==> config.mk <==
export PLATFORM = sky130hd
export DESIGN_NAME = cnt_updn
export DESIGN_NICKNAME = d
export VERILOG_FILES = /design/src/rtl/cnt_updn.sv
export SDC_FILE = /design/constraint.sdc
export NUM_CORES = 1
export LEC_CHECK = 0
export ABC_CLOCK_PERIOD_IN_PS = 5000
export CORE_MARGIN = 2
export CORE_UTILIZATION = 57
export DETAILED_ROUTE_END_ITERATION = 10
export PLACE_DENSITY = 0.87
export SLEW_MARGIN = 20
export SYNTH_ARGS = -nofsm -noshare
export SYNTH_HDL_FRONTEND = slang
export SYNTH_SLANG_ARGS = --single-unit
==> constraint.sdc <==
create_clock -name clk_ -period 5 [get_ports clk_]
set_input_delay 0.5 -clock clk_ [delete_from_list [all_inputs] [get_ports clk_]]
set_output_delay 0.5 -clock clk_ [all_outputs]
set_load 0.02 [all_outputs]
==> src/rtl/cnt_updn.sv <==
// Up/down counter with free-running wrap/saturate mode and a start-triggered
// run-to-terminal sequence (IDLE -> RUN -> DONE).
module cnt_updn #(
  parameter int          SIZE_ = 8,
  parameter int unsigned STEP_ = 1,
  parameter bit          SAT_  = 1'b0
) (
  input  logic             clk_,
  input  logic             rst_n_,
  input  logic             en_,
  input  logic             load_cnt_,
  input  logic             dir_,
  input  logic             start_,
  input  logic [SIZE_-1:0] d_,
  input  logic [SIZE_-1:0] lim_,
  output logic [SIZE_-1:0] q_,
  output logic             tc_,
  output logic             ovf_,
  output logic             busy_,
  output logic             done_
);

  typedef enum logic [1:0] {IDLE, RUN, DONE} state_t;

  localparam logic [SIZE_:0] STEP_X = (SIZE_+1)'(STEP_);

  state_t           state_q, state_d;
  logic [SIZE_-1:0] q_q, q_d;
  logic             ovf_q, ovf_d;
  logic             busy_q, busy_d;
  logic             done_q, done_d;
  logic [SIZE_-1:0] q_free, q_run;
  logic             ovf_free, hit_run;

  // Free-mode step: returns {boundary_event, next_q}; wrap or clamp per SAT_.
  function automatic logic [SIZE_:0] free_step(input logic [SIZE_-1:0] q,
                                               input logic [SIZE_-1:0] lim,
                                               input logic up);
    logic [SIZE_:0]   sum;
    logic [SIZE_-1:0] nq;
    logic             ov;
    sum = {1'b0, q} + STEP_X;
    nq  = q;
    ov  = 1'b0;
    if (up) begin
      if (sum <= {1'b0, lim}) nq = sum[SIZE_-1:0];
      else if (!SAT_) begin nq = '0; ov = 1'b1; end
      else if (q != lim) begin nq = lim; ov = 1'b1; end
    end else begin
      if ({1'b0, q} >= STEP_X) nq = q - STEP_X[SIZE_-1:0];
      else if (!SAT_) begin nq = lim; ov = 1'b1; end
      else if (q != '0) begin nq = '0; ov = 1'b1; end
    end
    return {ov, nq};
  endfunction

  // Run-mode step: always clamps to the terminal; returns {reached, next_q}.
  function automatic logic [SIZE_:0] run_step(input logic [SIZE_-1:0] q,
                                              input logic [SIZE_-1:0] lim,
                                              input logic up);
    logic [SIZE_:0] sum;
    sum = {1'b0, q} + STEP_X;
    if (up) begin
      if (sum >= {1'b0, lim}) return {1'b1, lim};
      return {1'b0, sum[SIZE_-1:0]};
    end
    if ({1'b0, q} <= STEP_X) return {1'b1, {SIZE_{1'b0}}};
    return {1'b0, q - STEP_X[SIZE_-1:0]};
  endfunction

  always_comb begin
    {ovf_free, q_free} = free_step(q_q, lim_, dir_);
    {hit_run, q_run}   = run_step(q_q, lim_, dir_);
  end

  always_comb begin
    state_d = state_q;
    q_d     = q_q;
    ovf_d   = 1'b0;
    done_d  = 1'b0;
    if (load_cnt_) begin
      q_d     = d_;
      state_d = IDLE;
    end else if (state_q == IDLE && start_) begin
      state_d = RUN;
    end else if (state_q == RUN) begin
      if (en_) begin
        q_d = q_run;
        if (hit_run) begin
          state_d = DONE;
          done_d  = 1'b1;
        end
      end
    end else begin
      // IDLE or DONE: DONE always falls back to IDLE, both may free-step.
      state_d = IDLE;
      if (en_) begin
        q_d   = q_free;
        ovf_d = ovf_free;
      end
    end
    busy_d = (state_d == RUN);
  end

  always_ff @(posedge clk_) begin
    if (!rst_n_) begin
      state_q <= IDLE;
      q_q     <= '0;
      ovf_q   <= 1'b0;
      busy_q  <= 1'b0;
      done_q  <= 1'b0;
    end else begin
      state_q <= state_d;
      q_q     <= q_d;
      ovf_q   <= ovf_d;
      busy_q  <= busy_d;
      done_q  <= done_d;
    end
  end

  assign q_    = q_q;
  assign ovf_  = ovf_q;
  assign busy_ = busy_q;
  assign done_ = done_q;
  assign tc_   = dir_ ? (q_q == lim_) : (q_q == '0);

endmodule
==> run metrics, run 1 <==
status completed; setup tns final 0 ps; HP Class flop to flop; TritonRoute pass-1 iters 7; Synth Area in Compound Gates 27.8%; 1st-iter DRT viols between 200 and 250; post-DP HPWL roughly 4000 µm; Slew headroom between 30% and 40%; XOR/XNOR Fraction of Synth Area 6.97%; Post-synth EDFFs 0; top cells by count, synth a21oi_1, nor2_1, nand2_1; slowest stage delay, CP ~720 ps; Hold Path Depth 2; Detail Route Antenna Nets 0; WHS between 600 and 700 ps; Avg Cell Area, Syn between 7 and 8 µm²; # Post-CTS Setup Buffers 0; register-to-register setup slack about 1600 ps; row cnt 20; crit path cell chain and4_1, nand2_1, xnor2_1, ha_1, a21o_1, a21oi_1, and3_1, and3_1, a22oi_1, a221oi_2; Total Nets Final between 200 and 300; dominant synthesized flop cell dfxtp_1; Synth Area in Simple Gates between 30% and 40%; initial antenna violation count 0; maximum vdd drop 0.103 mV; largest family of logic cells by synthesized area simple AND/OR/NAND/NOR gates; Ys Warns 0; hold_buf cts 0; Distinct cells, synth 60; global-route wire length before repair approximately 8800 µm; final setup vio count 0; Max Cap Viol 0; clk_lat worst skew 290 ps; Die X about 60 µm; htree depth 1; Worst path most repeated cell and3_1; Fmax achieved roughly 290 MHz; Slew @ Worst Pin between 900 and 1000 ps; Post-CTS Resized 0; Synth Area in Adders under 10%; period utilization between 60 and 70%; # port buffers 33; post-layout min period between 3000 and 4000 ps; RD Place Congestion about 0.92; starting density of the core 58.6%; flops & latches, synth 13; Setup Skew approximately 0.87 ps; Worst EP required 5210 ps; die span in y around 60 µm; Hold Fails Final Rpt 0; total number of vias 1,997; worst hold start state_q[1]; post-route core utilization between 60% and 70%; Ports 34; worst hold path endpoint busy_; root buf cell clkbuf_4; r2r worst-path depth 10; Core ar. roughly 3000 µm²; CP Data Arrival Time approximately 3700 ps; area growth from synthesis to layout 18.9%; Yosys top cell area share between 10% and 20%; Synth area leaders dfxtp_1, ha_1, xnor2_1; proportion of synthesized area in mux cells 1.21%; crit path kind flop to flop; residual DRC count 0; slowest CP cell dfxtp_1; start of the worst register-to-register path q_[4]; share of cells above drive strength 1 7.60%; Worst R2R End q_[7]; Vias per Instance 6.75; Synth area leader dfxtp_1; GR Overflow Total 0; ant diodes 0; gr usage total approximately 33%; Mapped Area 1760 µm²; Clock transition at path regs 90 ps; vias in the first global route 1,799; drt total wl 5460 µm; TritonCTS clock tree built; CP bufs+invs 0; clk buf depth 2; cells after synthesis 240; delay-heaviest family, CP simple AND/OR/NAND/NOR gates; Seq/Total Area, Yosys 14.8%; Syn Nets ~270; RSZ-0062 raised after global routing false; Leak Pwr 0.795 nW; largest net degree at the start of global routing 29; Final Max Slew Viols 0; Avg WL per Cell about 18 µm; FFs w/ async S/R, synth 0%; Critical Path End Type flop; kind of start point of the critical path flop; crit path max fanout 14; pwr dens between 200 and 250 nW/µm²; Sink Count 13; full die area about 3500 µm²; CTS buffer count 3
-- sequential cells by signal, indices dropped and copies added, names as in the netlist --
register	flops
q_	8
ovf_	1
busy_	1
done_	1
state_q	2
-- area by class of cell --
| class | count | area [µm²] |
|---|---|---|
| repair buffers | 34 | 338 |
| flip-flops and latches | 13 | 260 |
| inverters | 12 | 45.0 |
| fillers | 268 | 911 |
| well taps | 33 | 41.3 |
| clock inverters | 1 | 5.00 |
| multi-input cells | 200 | 1380 |
| clock buffers | 3 | 22.5 |
-- kinds of logic (layout without fill, tap and decap cells) --
kind of cell / Yosys count / count (layout)
DFF: 13 / 13
and+or+nand+nor: 104 / 104
xor gates and xnor gates: 14 / 14
buffers and inverters: 27 / 50
muxes: 2 / 2
AOI/OAI and AO/OA: 68 / 68
adders and majority gates: 12 / 12
-- how the worst max path moves through the flow --
stage	depth (start not counted)	to	start
after floorplan	12	q_[4]	q_[4]
after global placement	10	q_[7]	q_[4]
after detailed placement	10	q_[7]	q_[4]
after CTS	10	q_[7]	q_[4]
after global routing	10	q_[7]	q_[4]
final	10	q_[7]	q_[4]
-- metal layers --
layer | GRT usage (%) | share of wire, % | vias to the layer above
met2 | 53.2 | 46 | 131
met3 | 5.24 | 9.0 | 9
li1 | - | - | 948
met1 | 46.3 | 44 | 909
met5 | 0 | 0 | -
met4 | 7.30 | 1.6 | 0
-- tightest hold or removal path: stages, from the launching register on --
cell      delay, ps
dfxtp_1         360
o21bai_1        160
nor3_1           60
-- per-stage QoR --
| stage | setup WS, ps | area, µm² | cells | total power [mW] |
|---|---|---|---|---|
| 3_3_place_gp | 1760 | 2060 | 292 | 0.349 |
| 6_report | 1560 | 2090 | 296 | 0.427 |
| 2_1_floorplan | 2020 | 1760 | 240 | 0.281 |
| 3_5_place_dp | 1680 | 2060 | 292 | 0.351 |
| 4_1_cts | 1630 | 2090 | 296 | 0.422 |
| 5_1_grt | 1400 | 2090 | 296 | 0.453 |
-- where the power goes --
group	leakage (nW)	total (mW)	internal, mW	switching, mW
sequential	0.107	0.135	0.111	0.0241
clock	0.0177	0.0720	0.0298	0.0423
combinational	0.671	0.220	0.0987	0.121
-- placed cells by master (no fill, tap or decap), types with 7 or more instances in the layout --
master and n:
a21oi_1 19, nand2_1 17, nor2_1 19, nor3_1 7
nand3_1 15, clkdlybuf4s50_1 33, nand2b_1 10, o21ai_0 9
ha_1 12, inv_1 12, xnor2_1 12, dfxtp_1 13
Power figures use the tool's default switching activity.
==> run 2, diff against run 1 <==
--- a/config.mk
+++ b/config.mk
@@ -5,11 +5,11 @@
 export SDC_FILE = /design/constraint.sdc
 export NUM_CORES = 1
 export LEC_CHECK = 0
-export ABC_CLOCK_PERIOD_IN_PS = 5000
+export ABC_CLOCK_PERIOD_IN_PS = 3200
 export CORE_MARGIN = 2
-export CORE_UTILIZATION = 57
+export CORE_UTILIZATION = 53
 export DETAILED_ROUTE_END_ITERATION = 10
-export PLACE_DENSITY = 0.87
+export PLACE_DENSITY = 0.81
 export SLEW_MARGIN = 20
 export SYNTH_ARGS = -nofsm -noshare
 export SYNTH_HDL_FRONTEND = slang
==> constraint.sdc (replaced) <==
create_clock -name clk_ -period 3.2 [get_ports clk_]
set_input_delay 0.32 -clock clk_ [delete_from_list [all_inputs] [get_ports clk_]]
set_output_delay 0.32 -clock clk_ [all_outputs]
set_load 0.02 [all_outputs]
==> run metrics, run 2 (synthesis gave the netlist of run 1 again) <==
post-route insts no fill ~320; post-route core utilization approximately 71%; Total Nets Final 313; htree depth 1; sw frac a little over two fifths; global-route wire length before repair roughly 9200 µm; CTS buffer count 3; root buf cell clkbuf_4; hold_buf cts 0; final setup vio count 0; post-DP HPWL 4440 µm; Detail Route Antenna Nets 0; Sink Count 13; share of cells above drive strength 1 approximately an eighth; P_int a little under 0.4 mW; status completed; total number of vias roughly 2,100; Post-CTS Resized 0; clk buf depth 2; Largest register FFs 8; starting density of the core ~57%; TritonCTS clock tree built; maximum vdd drop 0.161 mV; register-to-register setup slack approximately 240 ps; period utilization 92.5%; vias in the first global route 1,804; pwr dens 319 nW/µm²; gr usage total 33.5%; setup tns final 0 ps; Critical Path End Type flop; TritonRoute pass-1 iters 5; Slew headroom between 50% and 60%; most frequent cells in the layout clkdlybuf4s50_1, nor2_1, a21oi_1; crit path max fanout 9; initial antenna violation count 0; Core ar. just over 3000 µm²; crit path kind flop to flop; full die area ~3800 µm²; Sequential Power Share about a quarter; Clock Power Share ~17%; residual DRC count 0; HP Class flop to flop; Die X just over 60 µm; Worst R2R End q_[7]; start of the worst register-to-register path q_[0]; post-layout min period roughly 3000 ps; drt total wl about 5900 µm; area growth from synthesis to layout 26.0%; Hold Fails Final Rpt 0; Setup Skew 8.86 ps; row cnt 20; # port buffers 33; Avg WL per Cell about 18 µm; clk_lat worst skew about 300 ps; # Post-CTS Setup Buffers 0; 1st-iter DRT viols approximately 260; ant diodes 0; Final Max Slew Viols 0; Crit. Startpoint q_[0]; Slew @ Worst Pin a little over 700 ps; kind of start point of the critical path flop; commonest non-fill, non-tap cell in the layout clkdlybuf4s50_1; Critical path destination q_[7]; P_sw ~0.31 mW; Fmax achieved 338 MHz; r2r worst-path depth 10; Max Cap Viol 0; Ports 34; RD Place Congestion just over 0.9; RSZ-0062 raised after global routing false; Combinational Power Share between 50% and 60%; Vias per Instance between 6 and 7; # placed instances ~320; die span in y about 62 µm; Leak Pwr around 0.87 nW; GR Overflow Total 0; Worst EP required between 3000 and 4000 ps; Clock transition at path regs approximately 110 ps; CP Data Arrival Time between 3000 and 4000 ps; largest net degree at the start of global routing 28
-- run 2: metrics by stage --
step	total power, mW	cell area, µm²	hold slack, ps	setup slack (ps)
floorplan	0.439	1760	496	218
CTS	0.693	2220	629	274
detailed placement	0.578	2190	615	302
global route	0.743	2220	653	27.3
finish	0.707	2220	630	239
global placement	0.574	2190	599	386
-- run 2: power by group through the flow --
stage	Combinational, mW	Clock, mW	Sequential [mW]
3_3_place_gp	0.387	0	0.186
5_1_grt	0.435	0.123	0.184
4_1_cts	0.393	0.117	0.183
2_1_floorplan	0.240	0	0.199
6_report	0.403	0.121	0.183
3_5_place_dp	0.391	0	0.187
-- run 2: final cells by class --
| class | instances | area, µm² |
|---|---|---|
| Tap cell | 44 | 55.1 |
| Inverter | 12 | 45.0 |
| Clock buffer | 4 | 26.3 |
| Timing Repair Buffer | 49 | 450 |
| Fill cell | 282 | 886 |
| Sequential cell | 13 | 260 |
| Multi-Input combinational cell | 200 | 1380 |
-- run 2: how the worst min path moves through the flow --
stage                     cells after the start  slack [ps]          to  startpoint
after floorplan                               2         500       q_[7]      rst_n_
after global placement                        2         600  state_q[0]  state_q[1]
after detailed placement                      2         620       busy_  state_q[1]
after CTS                                     2         630       busy_  state_q[1]
after global routing                          2         650       busy_  state_q[1]
final                                         2         630       busy_  state_q[1]
-- run 2: metal layers --
| layer | routed length (µm) | part of all wire [%] | track usage [%] | vias to the layer above |
|---|---|---|---|---|
| met4 | 157 | 2.7 | 13.1 | 0 |
| met2 | 2670 | 45 | 51.3 | 134 |
| li1 | - | - | - | 981 |
| met5 | 0 | 0 | 0 | - |
| met3 | 566 | 9.6 | 4.20 | 23 |
| met1 | 2490 | 42 | 47.5 | 924 |
-- run 2: critical path, stage by stage (launching register included) --
cell      delay, ps
dfxtp_1         410
ha_1            280
nand2_1          90
xnor2_1         240
ha_1            310
a21o_1          180
a21oi_1         190
and3_1          280
and3_1          440
a22oi_1         170
a221oi_2        290
